--- config.mk ---
export PLATFORM = sky130hd
export DESIGN_NAME = mem_arbiter_flat
export DESIGN_NICKNAME = d
export VERILOG_FILES = /design/src/rtl/mem_arbiter_pkg.sv /design/src/rtl/mem_arbiter_if.sv /design/src/rtl/mem_burst_unit.sv /design/src/rtl/mem_arbiter.sv /design/src/flat_wrapper.sv
export SDC_FILE = /design/constraint.sdc
export NUM_CORES = 1
export LEC_CHECK = 0
export ABC_AREA = 0
export CELL_PAD_IN_SITES_DETAIL_PLACEMENT = 1
export CELL_PAD_IN_SITES_GLOBAL_PLACEMENT = 1
export CORE_UTILIZATION = 35
export DETAILED_ROUTE_END_ITERATION = 10
export PLACE_DENSITY_LB_ADDON = 0.1
export SLEW_MARGIN = 20
export SYNTH_ARGS = -nofsm -noshare
export SYNTH_HDL_FRONTEND = slang
export SYNTH_HIERARCHICAL = 1
export SYNTH_SLANG_ARGS = --single-unit
--- constraint.sdc ---
create_clock -name clk -period 3.35 [get_ports clk]
set_input_delay 0.5025 -clock clk [delete_from_list [all_inputs] [get_ports clk]]
set_output_delay 0.5025 -clock clk [all_outputs]
set_load 0.005 [all_outputs]
--- src/rtl/mem_arbiter_pkg.sv ---
// Shared types and sizing for the unified memory port arbiter.
// Word width stands in for the CPU-wide WORD_SIZE constant.
package mem_arbiter_pkg;

    localparam int WORD_SIZE   = 16;
    localparam int LINE_WORDS  = 4;
    localparam int OFFSET_BITS = $clog2(LINE_WORDS);

    typedef enum logic [1:0] {
        ST_IDLE    = 2'd0,
        ST_GRANT_I = 2'd1,
        ST_GRANT_D = 2'd2,
        ST_DONE    = 2'd3
    } arb_state_e;

    typedef enum logic {
        SIDE_I = 1'b0,
        SIDE_D = 1'b1
    } side_e;

endpackage

--- src/rtl/mem_arbiter_if.sv ---
// Cache-side request/response and memory-side word handshake of the arbiter.
// master = arbiter view, slave = caches plus memory view.
interface mem_arbiter_if
    import mem_arbiter_pkg::*;
#(
    parameter int WORD_SIZE  = mem_arbiter_pkg::WORD_SIZE,
    parameter int LINE_WORDS = mem_arbiter_pkg::LINE_WORDS
);
    logic                                 i_req;
    logic [WORD_SIZE-1:0]                 i_addr;
    logic [LINE_WORDS-1:0][WORD_SIZE-1:0] i_rdata;
    logic                                 i_done;

    logic                                 d_req;
    logic                                 d_we;
    logic [WORD_SIZE-1:0]                 d_addr;
    logic [LINE_WORDS-1:0][WORD_SIZE-1:0] d_wdata;
    logic [LINE_WORDS-1:0][WORD_SIZE-1:0] d_rdata;
    logic                                 d_done;

    logic                                 mem_read;
    logic                                 mem_write;
    logic [WORD_SIZE-1:0]                 mem_addr;
    logic [WORD_SIZE-1:0]                 mem_wdata;
    logic [WORD_SIZE-1:0]                 mem_rdata;
    logic                                 mem_ready;

    modport master (
        input  i_req, i_addr, d_req, d_we, d_addr, d_wdata, mem_rdata, mem_ready,
        output i_rdata, i_done, d_rdata, d_done,
        output mem_read, mem_write, mem_addr, mem_wdata
    );

    modport slave (
        output i_req, i_addr, d_req, d_we, d_addr, d_wdata, mem_rdata, mem_ready,
        input  i_rdata, i_done, d_rdata, d_done,
        input  mem_read, mem_write, mem_addr, mem_wdata
    );

endinterface

--- src/rtl/mem_burst_unit.sv ---
// Line burst datapath: word counter, word address, write-word register and
// one read line buffer per side.
module mem_burst_unit
    import mem_arbiter_pkg::*;
#(
    parameter int WORD_SIZE  = mem_arbiter_pkg::WORD_SIZE,
    parameter int LINE_WORDS = mem_arbiter_pkg::LINE_WORDS,
    localparam int OFF       = $clog2(LINE_WORDS)
) (
    input  logic                                 clk,
    input  logic                                 reset_n,
    input  logic                                 start,
    input  logic                                 start_we,
    input  logic [WORD_SIZE-OFF-1:0]             start_base,
    input  logic                                 active,
    input  logic                                 side_d,
    input  logic                                 we,
    input  logic                                 mem_ready,
    input  logic [WORD_SIZE-1:0]                 mem_rdata,
    input  logic [LINE_WORDS-1:0][WORD_SIZE-1:0] d_wdata,
    output logic [WORD_SIZE-1:0]                 mem_addr,
    output logic [WORD_SIZE-1:0]                 mem_wdata,
    output logic                                 last,
    output logic [LINE_WORDS-1:0][WORD_SIZE-1:0] i_line,
    output logic [LINE_WORDS-1:0][WORD_SIZE-1:0] d_line
);

    logic [OFF-1:0]           cnt;
    logic [OFF-1:0]           cnt_nxt;
    logic [WORD_SIZE-OFF-1:0] base_hi;

    assign cnt_nxt  = cnt + 1'b1;
    assign mem_addr = {base_hi, cnt};
    assign last     = (cnt == OFF'(LINE_WORDS - 1));

    // Write word is registered one word ahead so no input reaches mem_wdata
    // combinationally; d_wdata is stable for the whole burst.
    always_ff @(posedge clk) begin
        if (!reset_n) begin
            cnt       <= '0;
            base_hi   <= '0;
            mem_wdata <= '0;
            i_line    <= '0;
            d_line    <= '0;
        end else if (start) begin
            cnt       <= '0;
            base_hi   <= start_base;
            mem_wdata <= start_we ? d_wdata[0] : '0;
        end else if (active && mem_ready) begin
            cnt <= cnt_nxt;
            if (we)
                mem_wdata <= d_wdata[cnt_nxt];
            else if (side_d)
                d_line[cnt] <= mem_rdata;
            else
                i_line[cnt] <= mem_rdata;
        end
    end

endmodule

--- src/rtl/mem_arbiter.sv ---
// Arbitrates the unified memory port between I-cache refills and D-cache
// refills/writebacks, one whole line per grant. MEM_ARB_ROUND_ROBIN_EN selects
// alternating tie-break; otherwise D always wins ties.
module mem_arbiter
    import mem_arbiter_pkg::*;
#(
    parameter int WORD_SIZE  = mem_arbiter_pkg::WORD_SIZE,
    parameter int LINE_WORDS = mem_arbiter_pkg::LINE_WORDS,
    localparam int OFF       = $clog2(LINE_WORDS)
) (
    input  logic          clk,
    input  logic          reset_n,
    mem_arbiter_if.master bus
);

    arb_state_e state;
    logic       we_q;
    logic       grant_d;
    logic       start;
    logic       active;
    logic       last;

`ifdef MEM_ARB_ROUND_ROBIN_EN
    side_e last_grant;
`endif

    always_comb begin
        grant_d = bus.d_req;
`ifdef MEM_ARB_ROUND_ROBIN_EN
        if (bus.i_req && bus.d_req)
            grant_d = (last_grant == SIDE_I);
`endif
    end

    assign start  = (state == ST_IDLE) && (bus.i_req || bus.d_req);
    assign active = (state == ST_GRANT_I) || (state == ST_GRANT_D);

    // Strobes are registered with the state so they line up with it; the
    // request inputs only steer the IDLE decision.
    always_ff @(posedge clk) begin
        if (!reset_n) begin
            state         <= ST_IDLE;
            we_q          <= 1'b0;
            bus.mem_read  <= 1'b0;
            bus.mem_write <= 1'b0;
            bus.i_done    <= 1'b0;
            bus.d_done    <= 1'b0;
`ifdef MEM_ARB_ROUND_ROBIN_EN
            last_grant    <= SIDE_I;
`endif
        end else begin
            bus.i_done <= 1'b0;
            bus.d_done <= 1'b0;
            unique case (state)
                ST_IDLE: begin
                    if (start) begin
                        state         <= grant_d ? ST_GRANT_D : ST_GRANT_I;
                        we_q          <= grant_d && bus.d_we;
                        bus.mem_write <= grant_d && bus.d_we;
                        bus.mem_read  <= !(grant_d && bus.d_we);
`ifdef MEM_ARB_ROUND_ROBIN_EN
                        last_grant    <= grant_d ? SIDE_D : SIDE_I;
`endif
                    end
                end
                ST_GRANT_I, ST_GRANT_D: begin
                    // Request level is ignored here: a started burst always completes.
                    if (bus.mem_ready && last) begin
                        state         <= ST_DONE;
                        bus.mem_read  <= 1'b0;
                        bus.mem_write <= 1'b0;
                        bus.i_done    <= (state == ST_GRANT_I);
                        bus.d_done    <= (state == ST_GRANT_D);
                    end
                end
                ST_DONE: state <= ST_IDLE;
                default: state <= ST_IDLE;
            endcase
        end
    end

    mem_burst_unit #(
        .WORD_SIZE  (WORD_SIZE),
        .LINE_WORDS (LINE_WORDS)
    ) u_burst (
        .clk        (clk),
        .reset_n    (reset_n),
        .start      (start),
        .start_we   (grant_d && bus.d_we),
        .start_base (grant_d ? bus.d_addr[WORD_SIZE-1:OFF] : bus.i_addr[WORD_SIZE-1:OFF]),
        .active     (active),
        .side_d     (state == ST_GRANT_D),
        .we         (we_q),
        .mem_ready  (bus.mem_ready),
        .mem_rdata  (bus.mem_rdata),
        .d_wdata    (bus.d_wdata),
        .mem_addr   (bus.mem_addr),
        .mem_wdata  (bus.mem_wdata),
        .last       (last),
        .i_line     (bus.i_rdata),
        .d_line     (bus.d_rdata)
    );

endmodule

--- src/flat_wrapper.sv ---
// flat-port wrapper written by rule: the top's interface ports become plain ports
module mem_arbiter_flat import mem_arbiter_pkg::*;
#(
    parameter int WORD_SIZE  = mem_arbiter_pkg::WORD_SIZE,
    parameter int LINE_WORDS = mem_arbiter_pkg::LINE_WORDS,
    localparam int OFF       = $clog2(LINE_WORDS)
)
  (clk, reset_n, bus_i_req, bus_i_addr, bus_d_req, bus_d_we, bus_d_addr, bus_d_wdata, bus_mem_rdata, bus_mem_ready, bus_i_rdata, bus_i_done, bus_d_rdata, bus_d_done, bus_mem_read, bus_mem_write, bus_mem_addr, bus_mem_wdata);
  mem_arbiter_if #(.WORD_SIZE(WORD_SIZE), .LINE_WORDS(LINE_WORDS)) bus_i ();
  input  logic clk;
  input  logic reset_n;
  input wire logic [$bits(bus_i.i_req)-1:0] bus_i_req;
  input wire logic [$bits(bus_i.i_addr)-1:0] bus_i_addr;
  input wire logic [$bits(bus_i.d_req)-1:0] bus_d_req;
  input wire logic [$bits(bus_i.d_we)-1:0] bus_d_we;
  input wire logic [$bits(bus_i.d_addr)-1:0] bus_d_addr;
  input wire logic [$bits(bus_i.d_wdata)-1:0] bus_d_wdata;
  input wire logic [$bits(bus_i.mem_rdata)-1:0] bus_mem_rdata;
  input wire logic [$bits(bus_i.mem_ready)-1:0] bus_mem_ready;
  output wire logic [$bits(bus_i.i_rdata)-1:0] bus_i_rdata;
  output wire logic [$bits(bus_i.i_done)-1:0] bus_i_done;
  output wire logic [$bits(bus_i.d_rdata)-1:0] bus_d_rdata;
  output wire logic [$bits(bus_i.d_done)-1:0] bus_d_done;
  output wire logic [$bits(bus_i.mem_read)-1:0] bus_mem_read;
  output wire logic [$bits(bus_i.mem_write)-1:0] bus_mem_write;
  output wire logic [$bits(bus_i.mem_addr)-1:0] bus_mem_addr;
  output wire logic [$bits(bus_i.mem_wdata)-1:0] bus_mem_wdata;
  assign bus_i.i_req = bus_i_req;
  assign bus_i.i_addr = bus_i_addr;
  assign bus_i.d_req = bus_d_req;
  assign bus_i.d_we = bus_d_we;
  assign bus_i.d_addr = bus_d_addr;
  assign bus_i.d_wdata = bus_d_wdata;
  assign bus_i.mem_rdata = bus_mem_rdata;
  assign bus_i.mem_ready = bus_mem_ready;
  assign bus_i_rdata = bus_i.i_rdata;
  assign bus_i_done = bus_i.i_done;
  assign bus_d_rdata = bus_i.d_rdata;
  assign bus_d_done = bus_i.d_done;
  assign bus_mem_read = bus_i.mem_read;
  assign bus_mem_write = bus_i.mem_write;
  assign bus_mem_addr = bus_i.mem_addr;
  assign bus_mem_wdata = bus_i.mem_wdata;
  mem_arbiter #(.WORD_SIZE(WORD_SIZE), .LINE_WORDS(LINE_WORDS)) u_core (.clk(clk), .reset_n(reset_n), .bus(bus_i));
endmodule
Yosys cells after proc, flatten, opt, wreduce, memory -nomap -nowiden
Index checks and enable logic that the tools add are counted.
{"block": "totals", "reg_bits": 167, "latchBits": 0, "ramBits": 0, "rom_bits": 0, "input_bits": 118, "output_inout_bits": 164, "word_cells": 72, "n_memories": 0}
{"block": "classes", "add_sub_neg": 1, "mul": 0, "div": 0, "n_lt_le_gt_ge": 3, "eq_ne": 6, "shift": 0, "muxes": 20, "bitwise": 4, "reduce_logical": 21}
{"cell": "bitwise mux 64 bit", "count": 2}
{"cell": "2-to-1 mux 16 bit", "count": 6}
{"cell": "binary-select mux 16 bit (select 2 bit)", "count": 1}
{"cell": "demux 16 bit (select 2 bit)", "count": 1}
{"cell": "2-to-1 mux 14 bit", "count": 1}
{"cell": "AND reduction 4 bit", "count": 2}
{"cell": "== test 2 bit (second input constant)", "count": 3}
{"cell": "< comparator 2 x 3 -> 1 bit (second input constant)", "count": 2}
{"cell": "2-to-1 mux 2 bit", "count": 3}
{"cell": "one-hot mux 2 bit (3 select lines)", "count": 1}
{"cell": "AND reduction 2 bit", "count": 3}
{"cell": "AND reduction 3 bit", "count": 2}
{"cell": "nonzero test 2 bit", "count": 3}
{"cell": "logical AND 1 bit", "count": 5}
{"cell": "!= test 2 x 1 -> 1 bit (second input constant)", "count": 2}
{"cell": "inverter 1 bit", "count": 4}
{"cell": "one-hot mux 1 bit (2 select lines)", "count": 2}
{"cell": "OR reduction 2 bit", "count": 2}
{"cell": "2-to-1 mux 1 bit", "count": 3}
{"cell": "adder 2 x 1 -> 2 bit (second input constant)", "count": 1}
{"cell": "== test 2 x 1 -> 1 bit (second input constant)", "count": 1}
{"cell": ">= comparator 2 x 1 -> 1 bit (second input constant)", "count": 1}
{"cell": "zero test 2 bit", "count": 1}
{"cell": "logical OR 1 bit", "count": 2}
{"cell": "zero test 1 bit", "count": 1}

Longest topological paths before layout
{"block": "depth", "word_depth": 6, "ltp_mapped": 9, "mapped_depth_nobuf": 6}

Hierarchy
Netlist, hierarchy kept.
{"module": "mem_burst_unit", "n_inst": 1, "cells_per_inst": 615, "area_each_um2": 6586.3, "seq_area_each_um2": 3203.1}
{"module": "mem_arbiter", "n_inst": 1, "cells_per_inst": 57, "area_each_um2": 559.3, "seq_area_each_um2": 140.1}

Least setup slack after synthesis
No wires, ideal clock.
{"block": "synth_timing", "path_type": "register to register", "from": "reg u_core.u_burst.cnt[0]", "to": "reg u_core.u_burst.mem_wdata[10]", "arrival_time_ns": 1.905, "required_ns": 3.217, "path_slack_ns": 1.312, "path_stages_with_launch": 10, "path_cell_list": "dfxtp_1 -> buf_6 -> buf_2 -> inv_1 -> ha_1 -> nor2b_1 -> buf_2 -> buf_2 -> a222oi_1 -> a21oi_1"}
{"block": "synth_via", "elab_chain_len": 6}
{"item": "start, declared", "line": "mem_burst_unit.sv:28", "rtl": "logic [OFF-1:0] cnt;"}
{"item": "start signal, assigned", "line": "mem_burst_unit.sv:50", "rtl": "cnt <= cnt_nxt;"}
{"item": "adder 2 x 1 -> 2 bit", "line": "mem_burst_unit.sv:32", "rtl": "assign cnt_nxt = cnt + 1'b1;"}
{"item": "net u_core.u_burst.cnt_nxt[0]", "line": "mem_burst_unit.sv:29", "rtl": "logic [OFF-1:0] cnt_nxt;"}
{"item": "binary-select mux 16 bit (select 2 bit)", "line": "mem_burst_unit.sv:52", "rtl": "mem_wdata <= d_wdata[cnt_nxt];"}
{"item": "2-to-1 mux 16 bit (implied by the code)", "line": "mem_burst_unit.sv:52"}
{"item": "2-to-1 mux 16 bit", "line": "mem_burst_unit.sv:51", "rtl": "if (we)"}
{"item": "2-to-1 mux 16 bit", "line": "mem_burst_unit.sv:49", "rtl": "end else if (active && mem_ready) begin"}
{"item": "2-to-1 mux 16 bit", "line": "mem_burst_unit.sv:45", "rtl": "end else if (start) begin"}
{"item": "end signal, assigned", "line": "mem_burst_unit.sv:48", "rtl": "mem_wdata <= start_we ? d_wdata[0] : '0;"}
{"item": "end signal, assigned", "line": "mem_burst_unit.sv:52"}
{"item": "end, declared", "line": "mem_burst_unit.sv:22", "rtl": "output logic [WORD_SIZE-1:0] mem_wdata,"}
The timed path passes the listed nets, and every way through them passes these cells. The select of a mux whose other input is x is not followed.
A chain may end at the register's enable or synchronous reset.

Worst setup path after layout
{"block": "layout_timing", "from": "reg u_core.state[0]", "to": "reg u_core.u_burst.mem_wdata[3]"}
{"block": "layout_via", "word_cells_on_any_way": 10, "cone_classes": "eq/ne (2); mux (1); reduce/logical (7)"}
{"item": "start, declared", "line": "mem_arbiter.sv:16", "rtl": "arb_state_e state;"}
{"item": "start signal, assigned", "line": "mem_arbiter.sv:57", "rtl": "state <= grant_d ? ST_GRANT_D : ST_GRANT_I;"}
{"item": "zero test 2 bit *", "line": "mem_arbiter.sv:35", "rtl": "assign start = (state == ST_IDLE) && (bus.i_req || bus.d_req);"}
{"item": "logical AND 1 bit *", "line": "mem_arbiter.sv:35"}
{"item": "net u_core.start", "line": "mem_arbiter.sv:19", "rtl": "logic start;"}
{"item": "nonzero test 2 bit (no source line)"}
{"item": "AND reduction 2 bit (no source line)"}
The timed path passes the listed nets; every way through them passes the cells marked *.

==> impl_metrics.yaml <==
routing:
  drc: 0
  num_vias: 5917
  ant_nets: 0
  wirelength_mm: 22.5
  wl_per_cell_um: 18.6
  vias_per_cell: 4.90
  drtIter0Drc: 216
  dr.pass1.iters: 5
global_routing:
  grt_pass1_vias: 6272
  grt_max_degree: 78
  grt_first_pass_wirelength_mm: 33.9
  grtUsageTotal: 0.216
  overflow: 0
  antenna_found_initial: 0
min_path:
  min_to: "u_core/u_burst/d_line[6]"
  holdPathStages: 2
  hold_path_class: "register to register"
  hold_start: "u_core/u_burst/d_line[6]"
pwr:
  power_leakage_nw: 4.15
  p_int_mw: 4.09
  swShare: 0.300
  power_switching_mw: 1.75
  clock_power_share: 0.326
  p_total_mw: 5.84
  p_seq_frac: 0.387
  ir_drop_uv: 350
  p_per_area_nw_per_um2: 556
  combPwrFrac: 0.287
floorplanning:
  die_w_um: 145
  core_area_um2: 19700
  start_util: 0.362
  die_h_um: 145
  die-area_um2: 21000
  design.portCount: 282
  num_rows: 51
timing:
  tns_ps: 0
  fin_crit_sh: 0.703
  fin_crit_ps: 2350
  holdWs_ps: 457
  rsz0062_at_grt: "false"
  worstMarginPinSlew_ps: 778
  relSlewSlack: 0.479
  skew_ps: 10.4
  finalMaxSlewViolations: 0
  clock.fmax_mhz: 425
  setup_viol: 0
  final-hold-violation-count: 0
worst_setup_path:
  r2r_cells: 7
  startpoint: "u_core/state[0]"
  crit_arrival_ps: 2700
  cp_cell_sequence: "inv_1 -> ha_1 -> o21a_1 -> buf_4 -> a31o_2 -> o21ai_0 -> a21oi_1"
  worstReg2RegStart: "u_core/state[0]"
  path_class: "register to register"
  max_stage_delay_ps: 540
  cp.required_ps: 3700
  rr_endpoint: "u_core/u_burst/mem_wdata[3]"
  worst_setup_path_end_kind: "register"
  r2r_slack_ps: 1000
  worst_setup_path_start_kind: "register"
  crit_slowest_cell: "a31o_2"
  path_max_fanout: 32
finish:
  multi_input_area_um2: 3350
  nets: 1055
  synthToLayoutAreaGrowth_pct: 47.1
  final_cell_mix: "276 x clkdlybuf4s50_1, 166 x dfxtp_1, 148 x nand2_1"
  layout-drive-gt1-share: 0.103
  final_common_cell: "clkdlybuf4s50_1"
  diodes: 0
  seqCellArea_um2: 3340
  fillers: 2121
logic_synthesis:
  synth_enable_flop_cells: 0
  synthCells: 672
  syn_area_um2: 7150
  synth_top_area_share: 0.468
  yosys.area.top_type: "dfxtp_1"
  synthTopCellsByArea: "dfxtp_1 47%, mux2i_1 20%, nand2_1 7.8%, mux2_2 4.7%, mux2_4 2.9%"
  yosys_warnings: 6
  synth_area_per_cell_um2: 10.6
  ys_types: 41
  seq_area_frac_synth: 0.468
  synth_nets: 797
  synth-seq-cells: 167
  synthFlopType: "dfxtp_1"
  async_flop_share: 0
clock_network:
  cts_root_buf: "clkbuf_16"
  worstSkewPairLatency_ps: 420
  holdBufCountCts: 0
  clkSlewWorstSetupHoldPaths_ps: 70
  post_cts_resized: 0
  cts_buffer_depth: 2
  cts_buffers: 17
  post_cts_buffers: 0
  cts_tree: "yes"
  cts.sinks: 167
  htreeDepth: 4
run_status:
  outcome: "finished clean"
placement:
  hpwl_mm: 16.1
  port_buffers: 277
  gp_congestion: 0.739
job:
  maxCapViolCount: 0
## worst max path at each step
stage	slack, ps	to
after floorplan	1310	u_core/u_burst/mem_wdata[10]
after global placement	520	u_core/u_burst/mem_wdata[12]
after detailed placement	690	u_core/u_burst/mem_wdata[3]
after CTS	980	u_core/u_burst/mem_wdata[3]
after global routing	760	u_core/u_burst/mem_wdata[3]
final	1000	u_core/u_burst/mem_wdata[3]
## power groups by stage
| stage | registers (mW) | logic [mW] | clock network, mW |
|---|---|---|---|
| after floorplan | 2.31 | 1.02 | 0 |
| after global placement | 2.29 | 1.62 | 0 |
| after detailed placement | 2.30 | 1.68 | 0 |
| after CTS | 2.26 | 1.70 | 1.95 |
| after global routing | 2.28 | 1.83 | 2.02 |
| final | 2.26 | 1.68 | 1.90 |
## metrics by stage
stage	instances	instance area (µm²)	util	setup WS, ps
floorplan	672	7150	-	1310
global placement	1176	9930	0.504	515
detailed placement	1176	9940	0.504	688
CTS	1208	10500	0.533	981
global route	1208	10500	0.533	762
finish	1208	10500	0.533	996
## Yosys cell counts (2+ instances only)
cell type / number
dfxtp_1: 167
nand2_1: 148
mux2i_1: 142
mux2_2: 30
clkbuf_1: 20
a21oi_1: 17
buf_6: 17
nor2b_1: 17
a222oi_1: 16
mux2_4: 14
o21ai_0: 14
inv_1: 8
buf_2: 7
ha_1: 7
and3_1: 5
buf_12: 5
nor2_1: 5
nand3b_1: 4
o21ai_1: 4
and2_1: 2
mux2_1: 2
o31ai_1: 2
## cell type report
cell class              instances  area share
inverters                       8     0.00286
clock buffers                  18      0.0408
flip-flops and latches        167       0.318
repair buffers                290       0.274
multi-input cells             446       0.319
well taps                     265      0.0315
clock inverters                14      0.0138
## cells by family (layout without fill, tap and decap cells)
logic type	count (synthesis)	after routing	synth area share
AO/OA/AOI/OAI	61	61	0.0601
XOR/XNOR	1	1	0.00123
adder cells (fa/ha/maj)	7	7	0.0123
buffers and inverters	59	330	0.0636
flip-flops	167	167	0.468
multiplexers	188	188	0.279
AND/OR/NAND/NOR	189	189	0.116
## routing by layer
metal	part of all wire	up-vias	track usage
met5	0	-	0
met4	0.017	0	0.0720
met3	0.071	23	0.0652
met2	0.52	181	0.399
met1	0.39	2876	0.232
li1	-	2837	-
## registers in the layout, summed over array words and instances (netlist names)
signal,cells
u_core/bus.d_done,1
u_core/u_burst/cnt,2
u_core/bus.mem_write,1
u_core/u_burst/mem_wdata,16
u_core/u_burst/d_line,64
u_core/state,2
u_core/u_burst/base_hi,14
u_core/bus.i_done,1
u_core/bus.mem_read,1
u_core/u_burst/i_line,64
u_core/we_q,1
## worst max-delay path: cells and delay by family (launching register included)
family                     cells  cell delay (ps)
AOI/OAI and AO/OA              4             1210
buffers and inverters          2              410
DFF                            1              320
adders and majority gates      1              310
Power figures use the tool's default switching activity.
==> RTL edit 1, RTL diff (config.mk and constraints unchanged) <==
Build with the macro `MEM_ARB_ROUND_ROBIN_EN` defined.
--- a/src/rtl/mem_arbiter.sv
+++ b/src/rtl/mem_arbiter.sv
@@ -3,2 +3,4 @@
 // alternating tie-break; otherwise D always wins ties.
+`define MEM_ARB_ROUND_ROBIN_EN
+
 module mem_arbiter
Formal check against the unedited RTL: same outputs for any inputs over 4 cycles, from zero or initial values and one cycle with reset_n low; that may be too few to reach the edited logic, so the function may still have changed.
==> RTL edit 1 against the original RTL <==
Sequential share of layout area is 1.6 points lower; final area is 5.7% higher; worst setup slack worse by 0.31 ns; total power increased by 17%; routed wire length grew 25%; synthesized cell count is 25% higher; sequential cell count is 1 higher; area after synthesis is 7.2% higher.
==> RTL edit 1: results (changes against the original RTL) <==
metric,value,unit,change
area_share_nonclk_buffers,26.6,%,-0.76 points
ir_drop,0.530,mV,+51%
first_pass_iters,8,,+3
synth.area.top_cells,"dfxtp_1 44%, nand3_1 8.5%, a21boi_1 7.4%, mux2_2 6.8%, o21ai_0 5.6%",,
p_leak,3.72,nW,-10%
fillers,2437,,+15%
synth-compound-area-share,26.8,%,+21 points
clkPwrFrac,32.5,%,about the same
ys_seq_area_share,43.9,%,-2.9 points
syn-num-nets,967,,+21%
status,completed,,
wl_per_cell,21.0,um,+13%
place_hpwl,18500,um,+15%
sh_seq_area,30.3,%,-1.6 points
drive_above_1_share,10.2,%,-0.071 points
synthTopCellsByCount,"168 x dfxtp_1, 130 x nand3_1, 86 x o21ai_0",,
nClkBuffers,19,,+1
reg2regPathDepth,8,,+1
inverters,6,,-2
pwr-share-seq,33.4,%,-5.3 points
grt_pass1_wl,43100,um,+27%
hold_end,u_core/u_burst/d_line[43],,
synth_mux_area_share,8.59,%,-19 points
nMultiInputCombCells,562,,+26%
drtIter0Drc,487,,+130%
maxSlewHeadroom,28.9,%,-19 points
r2r_slack,0.68,ns,-0.31 ns
r2r-end,u_core/u_burst/mem_wdata[6],,
fin_nets,1179,,+12%
num-nonclk-buffers,299,,+3.1%
RTL edit 1: logic make-up after synthesis:
family,Yosys count
AOI/OAI and AO/OA,322
and+or+nand+nor,172
DFF,168
buffers and inverters,112
muxes,60
adders and majority gates,7
xor gates and xnor gates,1
RTL edit 1: worst max-delay path, stage by stage (launching register included):
cell	delay [ns]
dfxtp_1	0.31
inv_1	0.09
ha_1	0.29
o21ai_0	0.24
inv_1	0.24
buf_4	0.33
and2_1	0.62
a222oi_1	0.26
a21oi_1	0.19
RTL edit 1: stage by stage:
step / cells / cell area [um2]
after floorplan: 842 / 7660
after global placement: 1310 / 10500
after detailed placement: 1310 / 10500
final: 1342 / 11100
after CTS: 1342 / 11100
after global routing: 1342 / 11100
RTL edit 1: layer usage:
layer | share of wire, % | GRT usage, % | wire length (um)
met1 | 44 | 33.5 | 12600
met2 | 47 | 40.5 | 13200
met3 | 7.3 | 6.68 | 2070
met4 | 1.6 | 6.87 | 459
met5 | 0 | 0 | 0
==> RTL edit 2, RTL diff (same settings) <==
Made on the original files. Make the reset (`reset_n`) asynchronous in 2 clocked blocks.
--- a/src/rtl/mem_burst_unit.sv
+++ b/src/rtl/mem_burst_unit.sv
@@ -37,3 +37,3 @@
     // combinationally; d_wdata is stable for the whole burst.
-    always_ff @(posedge clk) begin
+    always_ff @(posedge clk or negedge reset_n) begin
         if (!reset_n) begin
--- a/src/rtl/mem_arbiter.sv
+++ b/src/rtl/mem_arbiter.sv
@@ -39,3 +39,3 @@
     // request inputs only steer the IDLE decision.
-    always_ff @(posedge clk) begin
+    always_ff @(posedge clk or negedge reset_n) begin
         if (!reset_n) begin
Formal check against the unedited RTL: differs if reset_n is asserted again (counterexample within 4 cycles, from zero or initial values and one cycle with reset_n low); with reset_n held inactive, the same outputs for 4 cycles.
==> RTL edit 2 against the original RTL <==
Final area is 5.3% higher; sequential cell count stayed put; synthesized cell count is 34% lower; worst hold slack worse by 0.33 ns; via count is 16% lower; worst setup slack worse by 0.30 ns; non-clock buffer count is 6 lower; routed wire length is 5.4% lower; fmax is 11% lower; critical path type unchanged; cell count is 16% lower; area after synthesis is 4.9% higher.
Power is not compared: it rests on default switching activity, and its combinational part moved more than twofold at a synthesized area within 25%.
==> RTL edit 2: results (changes against the original RTL) <==
metric,value,unit,change
place_ws,0.178,ns,-0.510 ns
place_hpwl,15200,um,-6.1%
drive_above_1_share,30.5,%,+20 points
reg2regPathDepth,5,,-2
wl_per_cell,21.1,um,+13%
crit_end,u_core/u_burst/mem_wdata[0],,
diodes,0,,unchanged
synth.area.top_cells,"dfrtp_1 56%, mux2_4 16%, mux2_2 12%, mux4_2 4.8%, a221o_1 2.3%",,
grt_pass1_vias,5520,,-12%
ys_seq_area_share,55.8,%,+9.0 points
grt_pass1_wl,33300,um,-1.7%
synth_cell_type_count,31,,-24%
status,completed,,
worstPathArrival,2.97,ns,+0.27 ns
hold_class,input pin to asynchronous set/reset pin,,
maxSlewHeadroom,31.8,%,-16 points
clkLatencyLatePin,0.44,ns,+0.02 ns
gp_congestion,0.733,,-0.87%
path_max_fanout,17,,-47%
p_leak,5.14,nW,
cts.clk_slew.worst_paths,0.07,ns,about the same
cts_resized,0,,unchanged
synth_mux_area_share,32.7,%,+4.8 points
ys_warn_count,6,,unchanged
pwr-share-seq,35.2,%,
synth-compound-area-share,3.02,%,-3.0 points
antenna_found_initial,0,,unchanged
drtIter0Drc,107,,-50%
critPathLaunch,u_core/state[0],,
setup-tns-final,0,ns,unchanged
globalRouteTotalUtil,20.4,%,-1.1 points
finClkSkew,0.0137,ns,+0.00335 ns
fin_ws,0.694,ns,-0.302 ns
ir_drop,0.401,mV,
vias,4954,,-16%
syn-num-nets,570,,-28%
fin_nets,849,,-20%
first_pass_iters,6,,+1
cts_root_buf,clkbuf_16,,
grt_max_degree,90,,+15%
htreeDepth,4,,unchanged
synth_fa_ha_area_share,1.17,%,-0.057 points
pg_comb,4.14,mW,
powerDensity,841,nW/um2,
synth-xor-area-share,0.117,%,-0.0057 points
synthTopCellsByCount,"167 x dfrtp_1, 80 x mux2_4, 78 x mux2_2",,
fillers,2045,,-3.6%
synthArstFlopShare,100,%,+100 points
-- RTL edit 2: layout make-up --
type,count,area (um2),area share (%)
Sequential cell,167,4180,37.7
Clock buffer,18,429,3.88
Timing Repair Buffer,284,2840,25.6
Tap cell,275,344,3.11
Inverter,6,22.5,0.203
Clock inverter,14,134,1.21
Multi-Input combinational cell,248,3120,28.2
-- RTL edit 2: metal layers --
metal | share of wire (%) | track usage, % | routed length (um)
met1 | 43 | 26.2 | 9180
met2 | 50 | 33.7 | 10700
met3 | 4.7 | 4.72 | 991
met4 | 2.2 | 7.37 | 466
met5 | 0 | 0 | 0
-- RTL edit 2: worst min-delay path by stage --
| stage | endpoint | depth (start not counted) | startpoint | slack, ns |
|---|---|---|---|---|
| global placement | u_core/u_burst/d_line[47] | 1 | u_core/u_burst/d_line[47] | 0.49 |
| CTS | u_core/u_burst/i_line[58] | 1 | reset_n | 0.17 |
| global route | u_core/u_burst/i_line[59] | 1 | reset_n | 0.19 |
| finish | u_core/u_burst/i_line[58] | 1 | reset_n | 0.13 |
| detailed placement | u_core/u_burst/i_line[49] | 1 | u_core/u_burst/i_line[49] | 0.49 |
| floorplan | u_core/bus.d_done | 0 | reset_n | 0.21 |
-- RTL edit 2: metrics by stage --
| step | cell area, um2 | cells |
|---|---|---|
| after floorplan | 7490 | 445 |
| after global placement | 10500 | 980 |
| after detailed placement | 10500 | 980 |
| after CTS | 11100 | 1012 |
| after global routing | 11100 | 1012 |
| final | 11100 | 1012 |
-- RTL edit 2: worst max-delay path, stage by stage (launching register included) --
cell,delay (ns)
dfrtp_1,0.38
inv_1,0.07
ha_1,0.44
a31oi_2,0.89
nor2_2,0.36
a221o_1,0.39
